## src/rtl/mips_mon_pkg.sv

```systemverilog
// Shared types and constants for the MIPS retire monitor.
package mips_mon_pkg;

    // Monitor lifecycle: wait for en, watch the core, then park in a terminal state.
    typedef enum logic [1:0] {
        ST_IDLE = 2'd0,
        ST_RUN  = 2'd1,
        ST_HALT = 2'd2,
        ST_TOUT = 2'd3
    } mon_state_t;

    // Opcode of the MIPS J instruction.
    localparam logic [5:0] OPC_J = 6'b000010;

    // One trace entry as it appears on trc_data for the default 32-bit datapath.
    typedef struct packed {
        logic [4:0]  waddr;
        logic [31:0] wdata;
    } trc_entry_t;

    // A J whose 26-bit word target equals the current pc word index jumps to itself,
    // which is the program's way of saying "finished".
    function automatic logic is_jump_self(input logic [31:0] instr,
                                          input logic [25:0] pc_word);
        return (instr[31:26] == OPC_J) && (instr[25:0] == pc_word);
    endfunction

endpackage

```

## src/rtl/mips_trace_fifo.sv

```systemverilog
// Small register-based FIFO holding register-file writes until the consumer takes them.
// Pointers carry one extra wrap bit so full and empty fall out of a plain compare.
module mips_trace_fifo #(
    parameter int DEPTH = 4,
    parameter int WIDTH = 37
) (
    input  logic             clk,
    input  logic             reset,
    input  logic             push_i,
    input  logic [WIDTH-1:0] data_i,
    input  logic             ready_i,
    output logic             valid_o,
    output logic [WIDTH-1:0] data_o,
    output logic             full_o,
    output logic             ovf_o
);
    localparam int AW = $clog2(DEPTH);

    logic [AW:0]      wr_ptr_q, wr_ptr_d;
    logic [AW:0]      rd_ptr_q, rd_ptr_d;
    logic [WIDTH-1:0] mem_q [DEPTH];
    logic             empty;
    logic             pop;
    logic             wr_en;

    assign empty   = (wr_ptr_q == rd_ptr_q);
    assign full_o  = (wr_ptr_q[AW] != rd_ptr_q[AW]) && (wr_ptr_q[AW-1:0] == rd_ptr_q[AW-1:0]);
    assign pop     = !empty && ready_i;
    // A pop frees the slot in the same cycle, so a full FIFO still accepts a push then.
    assign wr_en   = push_i && (!full_o || pop);
    assign ovf_o   = push_i && full_o && !pop;
    assign valid_o = !empty;
    assign data_o  = mem_q[rd_ptr_q[AW-1:0]];

    // Advance pointers on accepted pushes and pops.
    always_comb begin
        wr_ptr_d = wr_ptr_q;
        rd_ptr_d = rd_ptr_q;
        if (wr_en) wr_ptr_d = wr_ptr_q + 1'b1;
        if (pop)   rd_ptr_d = rd_ptr_q + 1'b1;
    end

    // Pointer registers.
    always_ff @(posedge clk or negedge reset) begin
        if (!reset) begin
            wr_ptr_q <= '0;
            rd_ptr_q <= '0;
        end else begin
            wr_ptr_q <= wr_ptr_d;
            rd_ptr_q <= rd_ptr_d;
        end
    end

    // Entry storage; cleared on reset so trc_data reads zero while empty after reset.
    always_ff @(posedge clk or negedge reset) begin
        if (!reset) begin
            for (int i = 0; i < DEPTH; i++) mem_q[i] <= '0;
        end else if (wr_en) begin
            mem_q[wr_ptr_q[AW-1:0]] <= data_i;
        end
    end

endmodule

```

## src/rtl/mips_retire_monitor.sv

```systemverilog
// End-of-test monitor for the single-cycle MIPS core: halt detection, one-register
// pass check, cycle timeout, retire count and a trace FIFO of register writes.
module mips_retire_monitor
    import mips_mon_pkg::*;
#(
    parameter int               XLEN        = 32,
    parameter logic [4:0]       CHECK_REG   = 5'd3,
    parameter logic [XLEN-1:0]  CHECK_VAL   = 32'h1,
    parameter int               TIMEOUT_CYC = 20,
    parameter int               FIFO_DEPTH  = 4
) (
    input  logic              clk,
    input  logic              reset,
    input  logic              en,
    input  logic [XLEN-1:0]   pc,
    input  logic [31:0]       instr,
    input  logic              rf_we,
    input  logic [4:0]        rf_waddr,
    input  logic [XLEN-1:0]   rf_wdata,
    output logic              trc_valid,
    input  logic              trc_ready,
    output logic [5+XLEN-1:0] trc_data,
    output logic              done,
    output logic              pass,
    output logic              timeout,
    output logic [15:0]       retired,
    output logic              drop
);
    localparam int            CW       = $clog2(TIMEOUT_CYC);
    localparam logic [CW-1:0] CYC_LAST = CW'(TIMEOUT_CYC - 1);

    mon_state_t      state_q, state_d;
    logic            done_q, done_d;
    logic            pass_q, pass_d;
    logic            timeout_q, timeout_d;
    logic            drop_q, drop_d;
    logic [15:0]     retired_q, retired_d;
    logic [CW-1:0]   cyc_q, cyc_d;
    logic [XLEN-1:0] shadow_q, shadow_d;

    logic in_run;
    logic halt_hit;
    logic chk_wr;
    logic push;
    logic fifo_full;
    logic fifo_ovf;

    // pc bits outside the J target field play no part in the halt compare.
    logic unused_pc_bits;
    assign unused_pc_bits = ^{pc[XLEN-1:28], pc[1:0]};

    assign in_run   = (state_q == ST_RUN);
    assign halt_hit = is_jump_self(instr, pc[27:2]);
    // r0 is hardwired zero in the core, so its writes are neither traced nor shadowed.
    assign chk_wr   = rf_we && (rf_waddr == CHECK_REG) && (rf_waddr != 5'd0);
    assign push     = in_run && rf_we && (rf_waddr != 5'd0);

    mips_trace_fifo #(
        .DEPTH (FIFO_DEPTH),
        .WIDTH (5 + XLEN)
    ) u_fifo (
        .clk     (clk),
        .reset   (reset),
        .push_i  (push),
        .data_i  ({rf_waddr, rf_wdata}),
        .ready_i (trc_ready),
        .valid_o (trc_valid),
        .data_o  (trc_data),
        .full_o  (fifo_full),
        .ovf_o   (fifo_ovf)
    );

    // Next-state logic: FSM transitions, counters, shadow register and sticky flags.
    always_comb begin
        state_d   = state_q;
        done_d    = done_q;
        pass_d    = pass_q;
        timeout_d = timeout_q;
        retired_d = retired_q;
        cyc_d     = cyc_q;
        shadow_d  = shadow_q;
        drop_d    = drop_q | fifo_ovf;

        case (state_q)
            ST_IDLE: begin
                if (en) state_d = ST_RUN;
            end
            ST_RUN: begin
                if (retired_q != 16'hFFFF) retired_d = retired_q + 16'd1;
                cyc_d = cyc_q + 1'b1;
                if (chk_wr) shadow_d = rf_wdata;
                // Halt is checked first so it wins over a coincident timeout; the
                // comparison uses the post-write shadow so a same-cycle write counts.
                if (halt_hit) begin
                    state_d = ST_HALT;
                    done_d  = 1'b1;
                    pass_d  = (shadow_d == CHECK_VAL);
                end else if (cyc_q == CYC_LAST) begin
                    state_d   = ST_TOUT;
                    timeout_d = 1'b1;
                    pass_d    = 1'b0;
                end
            end
            default: ;
        endcase
    end

    // State registers, cleared asynchronously.
    always_ff @(posedge clk or negedge reset) begin
        if (!reset) begin
            state_q   <= ST_IDLE;
            done_q    <= 1'b0;
            pass_q    <= 1'b0;
            timeout_q <= 1'b0;
            drop_q    <= 1'b0;
            retired_q <= '0;
            cyc_q     <= '0;
            shadow_q  <= '0;
        end else begin
            state_q   <= state_d;
            done_q    <= done_d;
            pass_q    <= pass_d;
            timeout_q <= timeout_d;
            drop_q    <= drop_d;
            retired_q <= retired_d;
            cyc_q     <= cyc_d;
            shadow_q  <= shadow_d;
        end
    end

    assign done    = done_q;
    assign pass    = pass_q;
    assign timeout = timeout_q;
    assign retired = retired_q;
    assign drop    = drop_q;

endmodule

```

## config.mk

```make
export PLATFORM = sky130hd
export DESIGN_NAME = mips_retire_monitor
export DESIGN_NICKNAME = d
export VERILOG_FILES = /design/src/rtl/mips_mon_pkg.sv /design/src/rtl/mips_trace_fifo.sv /design/src/rtl/mips_retire_monitor.sv
export SDC_FILE = /design/constraint.sdc
export NUM_CORES = 1
export LEC_CHECK = 0
export ABC_CLOCK_PERIOD_IN_PS = 2100
export CORE_AREA = 2 2 173 124
export DETAILED_ROUTE_END_ITERATION = 10
export DIE_AREA = 0 0 175 126
export PLACE_DENSITY = 0.84
export SLEW_MARGIN = 20
export SYNTH_ARGS = -nofsm -noshare
export SYNTH_HDL_FRONTEND = slang
export SYNTH_SLANG_ARGS = --single-unit
```

## constraint.sdc

```tcl
create_clock -name clk -period 2.1 [get_ports clk]
set_clock_uncertainty 0.05 [all_clocks]
set_input_delay 0.315 -clock clk [delete_from_list [all_inputs] [get_ports clk]]
set_output_delay 0.315 -clock clk [all_outputs]
set_load 0.05 [all_outputs]
```

==> run_results.csv, run 1 <==
group,metric,value,unit
outcome,status,"finished, violations left",
outcome,violations,"negative setup slack",
detailed_routing,avgViaCountPerCell,5.57,
flow_run,maxCapViolCount,0,
global_routing,grt_pass1_vias,6757,
floorplan,die_h,126,um
cells_and_area,nets,984,
cells_and_area,layout-drive-gt1-share,44.0,%
clock_network,cts_buffer_depth,3,
synthesis,synth_seq_cells,213,
global_routing,grt_overflow,0,
clock_network,cts_root_buffer,"clkbuf_16",
synthesis,synthTopCellsByArea,"dfrtp_1, mux2_2, mux4_2, xnor2_1, mux2_1",
clock_network,clock_sinks,213,
cells_and_area,syn_to_final_growth,40.7,%
worst_setup_path,crit_chain,"buf_12 > buf_16 > mux4_2 > buf_12",
floorplan,die_x,175,um
clock_network,cts_tree,"built",
synthesis,synth_compound_area_share,0.937,%
timing,period_share,111,%
worst_setup_path,reg2reg_from,"u_fifo.rd_ptr_q[0]",
worst_setup_path,critPathMaxStageDelay,0.57,ns
worst_setup_path,endpoint,"trc_data[35]",
worst_setup_path,reg2regPathDepth,9,
cells_and_area,final_area,13500,um^2
floorplan,dieArea,22100,um^2
worst_setup_path,startpoint_type,"register",
worst_setup_path,crit_path_max_fanout,7,
synthesis,yosysUniqueCellTypes,42,
synthesis,yosysSeqAreaShare,55.5,%
cells_and_area,final_util,66.2,%
timing,fmax,428,MHz
timing,fin_setup_tns,-24.38,ns
timing,rsz0062_at_grt,"yes",
clock_network,cts_buffers,22,
place,dp.cells,1094,
synthesis,muxShareOfSynthArea,30.1,%
worst_setup_path,timing.rr.end,"u_fifo.mem_q[135]",
timing,finalHoldViolCount,0,
power_and_ir_drop,p_total,9920,uW
place,dpl-instance-area,11900,um^2
worst_setup_path,r2r_slack,-0.21,ns
detailed_routing,vias,6477,
power_and_ir_drop,ir_drop,0.522,mV
worst_setup_path,worst_ep_required_time,1.74,ns
timing,maxSlewViolCount,0,
detailed_routing,first_pass_iters,4,
floorplan,core_region_area,20400,um^2
synthesis,syn_area,9610,um^2
worst_setup_path,critical_path_buf_inv_count,3,
cells_and_area,final_common_cell,"dfrtp_1",
global_routing,grt_max_degree,64,
global_routing,globalRouteTotalUtil,22.8,%
worst_setup_path,path_delay_family,"multiplexers",
synthesis,syn_nets,740,
clock_network,clk_transition_reported_paths,0.06,ns
synthesis,synth_top_family_by_area,"multiplexers",
power_and_ir_drop,power.leakage,0.00660,uW
worst_setup_path,startpoint,"u_fifo.rd_ptr_q[0]",
power_and_ir_drop,p_per_area,734,nW/um^2
clock_network,clock_latency,0.54,ns
synthesis,synth_top_area_share,55.5,%
synthesis,synthAdderAreaFrac,0.911,%
floorplan,placementRows,44,
timing,setup_ws,-0.238,ns
timing,finalCriticalPeriod,2.34,ns
worst_setup_path,crit_arrival,1.97,ns
cells_and_area,diodes,0,
worst_setup_path,cp.depth,4,
synthesis,synth_xor_xnor_area_share,4.01,%
global_routing,antenna_found_initial,0,
detailed_routing,final_antenna_net_count,0,
min_path,hold_class,"in2async",
worst_setup_path,end_kind,"output port",
floorplan,start_util,47.1,%
timing,tightest_slew,0.647,ns
detailed_routing,drtIter0Drc,419,
worst_setup_path,slowest_stage,"mux4_2",
detailed_routing,wire_per_inst,21.6,um
place,gp_congestion,0.802,
detailed_routing,wirelength,25100,um
place,dp_hpwl,15600,um
timing,setup_viol,184,
detailed_routing,drc_errors,0,
place,io_buffers,157,
synthesis,syn-instance-count,627,
global_routing,grt_pass1_wl,39100,um
floorplan,io_pins,164,
synthesis,avgSynthCellArea,15.3,um^2
timing,slew_headroom,56.5,%
synthesis,yosys_warnings,0,
synthesis,yosys.area.top_type,"dfrtp_1",
worst_setup_path,critPathKind,"reg2out",
clock_network,htreeDepth,1,
cells_and_area,layout.cells.non_filler,1163,
cells_and_area,final_cell_mix,"dfrtp_1, mux2_2, clkdlybuf4s50_1",
synthesis,yosys.area_share.simple,6.00,%
worst_setup_path,path_common_cell,"buf_12",
-- cell type report --
| type | instances | area, um^2 |
|---|---|---|
| fill | 1384 | 6900 |
| sequential | 213 | 5330 |
| multi-input combinational | 379 | 4150 |
| timing repair buffer | 247 | 2920 |
| clock buffer | 25 | 582 |
| tap | 276 | 345 |
| clock inverter | 15 | 161 |
| inverter | 8 | 30.0 |
-- cells in the mapped netlist --
cell type,count
inv_1,8
buf_8,2
nor2_1,7
buf_4,1
o2111ai_1,2
buf_1,2
nand2_2,1
nand2_4,3
nor2b_1,3
a41o_1,1
dfrtp_1,213
a21o_1,1
nand2b_1,8
mux2_2,157
ha_1,7
mux2i_1,1
nor3_1,4
o22ai_1,2
o32a_1,1
or2_2,1
buf_2,6
nand4_1,18
xor2_1,5
o21a_1,1
a221o_1,1
nand3b_1,1
nand3_1,11
mux2_1,25
and2_1,1
buf_6,11
clkbuf_1,5
nor4_2,1
o21ai_0,1
nor4b_1,4
mux4_2,37
xnor2_1,39
or3_1,2
and3_1,1
nor4_1,17
nand2_1,11
and4b_1,2
a21oi_1,2
-- how the worst min path moves through the flow --
| stage | cells after the start | to | start |
|---|---|---|---|
| floorplan | 0 | cyc_q[0] | reset |
| global placement | 1 | retired[15] | reset |
| detailed placement | 1 | retired[15] | reset |
| CTS | 2 | u_fifo.rd_ptr_q[1] | reset |
| global route | 2 | u_fifo.rd_ptr_q[1] | reset |
| finish | 2 | retired[10] | reset |
-- stage by stage --
stage	hold slack [ns]	setup slack [ns]
2_1_floorplan	-0.0306	-0.0450
3_3_place_gp	0.219	-0.663
3_5_place_dp	0.222	-0.725
4_1_cts	0.251	-0.255
5_1_grt	0.272	-0.279
6_report	0.245	-0.238
-- routing by layer --
layer / share of wire [%] / GRT usage (%) / vias up / wire length, um
met5: 0 / 0 / - / 0
met4: 2.1 / 6.08 / 0 / 524
met3: 5.5 / 4.11 / 39 / 1390
met2: 47 / 36.6 / 232 / 11700
met1: 46 / 32.5 / 3372 / 11500
li1: - / - / 2834 / -
-- kinds of logic after synthesis --
group | Yosys count
flops | 213
buf+inv | 35
simple gates | 96
fa+ha+maj | 7
compound gates | 12
mux | 220
xor+xnor | 44
-- power breakdown --
group	internal (uW)	switching, uW
clock	2270	1720
combinational	943	814
sequential	4140	31.0
total	7360	2570
-- registers in the layout, indices dropped and copies added, names as in the netlist --
register / cells
cyc_q: 5
done: 1
drop: 1
pass: 1
retired: 16
shadow_q: 32
state_q: 2
timeout: 1
u_fifo.mem_q: 148
u_fifo.rd_ptr_q: 3
u_fifo.wr_ptr_q: 3
-- worst reg2reg max path: cells and delay by family, from the launching register on --
family,cells,cell delay [ns]
AND/OR/NAND/NOR,3,0.76
buffers and inverters,4,0.59
flip-flops,1,0.43
multiplexers,1,0.27
XOR/XNOR,1,0.12
-- repair_timing --
item | 4_1_cts | 5_1_grt
hold endpoints to repair | 37 | 0
hold buffers | 1 | 0
cloned | 14 | 1
resized for setup | 102 | 11
setup endpoints to repair | 200 | 186
pin swaps | 2 | 0
buffers inserted | 11 | 2
Power figures use the tool's default switching activity.
==> run 2: changes to the inputs <==
--- a/config.mk
+++ b/config.mk
@@ -9,6 +9,7 @@
 export CORE_AREA = 2 2 173 124
 export DETAILED_ROUTE_END_ITERATION = 10
 export DIE_AREA = 0 0 175 126
+export GPL_TIMING_DRIVEN = 1
 export PLACE_DENSITY = 0.84
 export SLEW_MARGIN = 20
 export SYNTH_ARGS = -nofsm -noshare
==> results of run 2 <==
The final DEF is identical to that of run 1; final timing and power are the same.
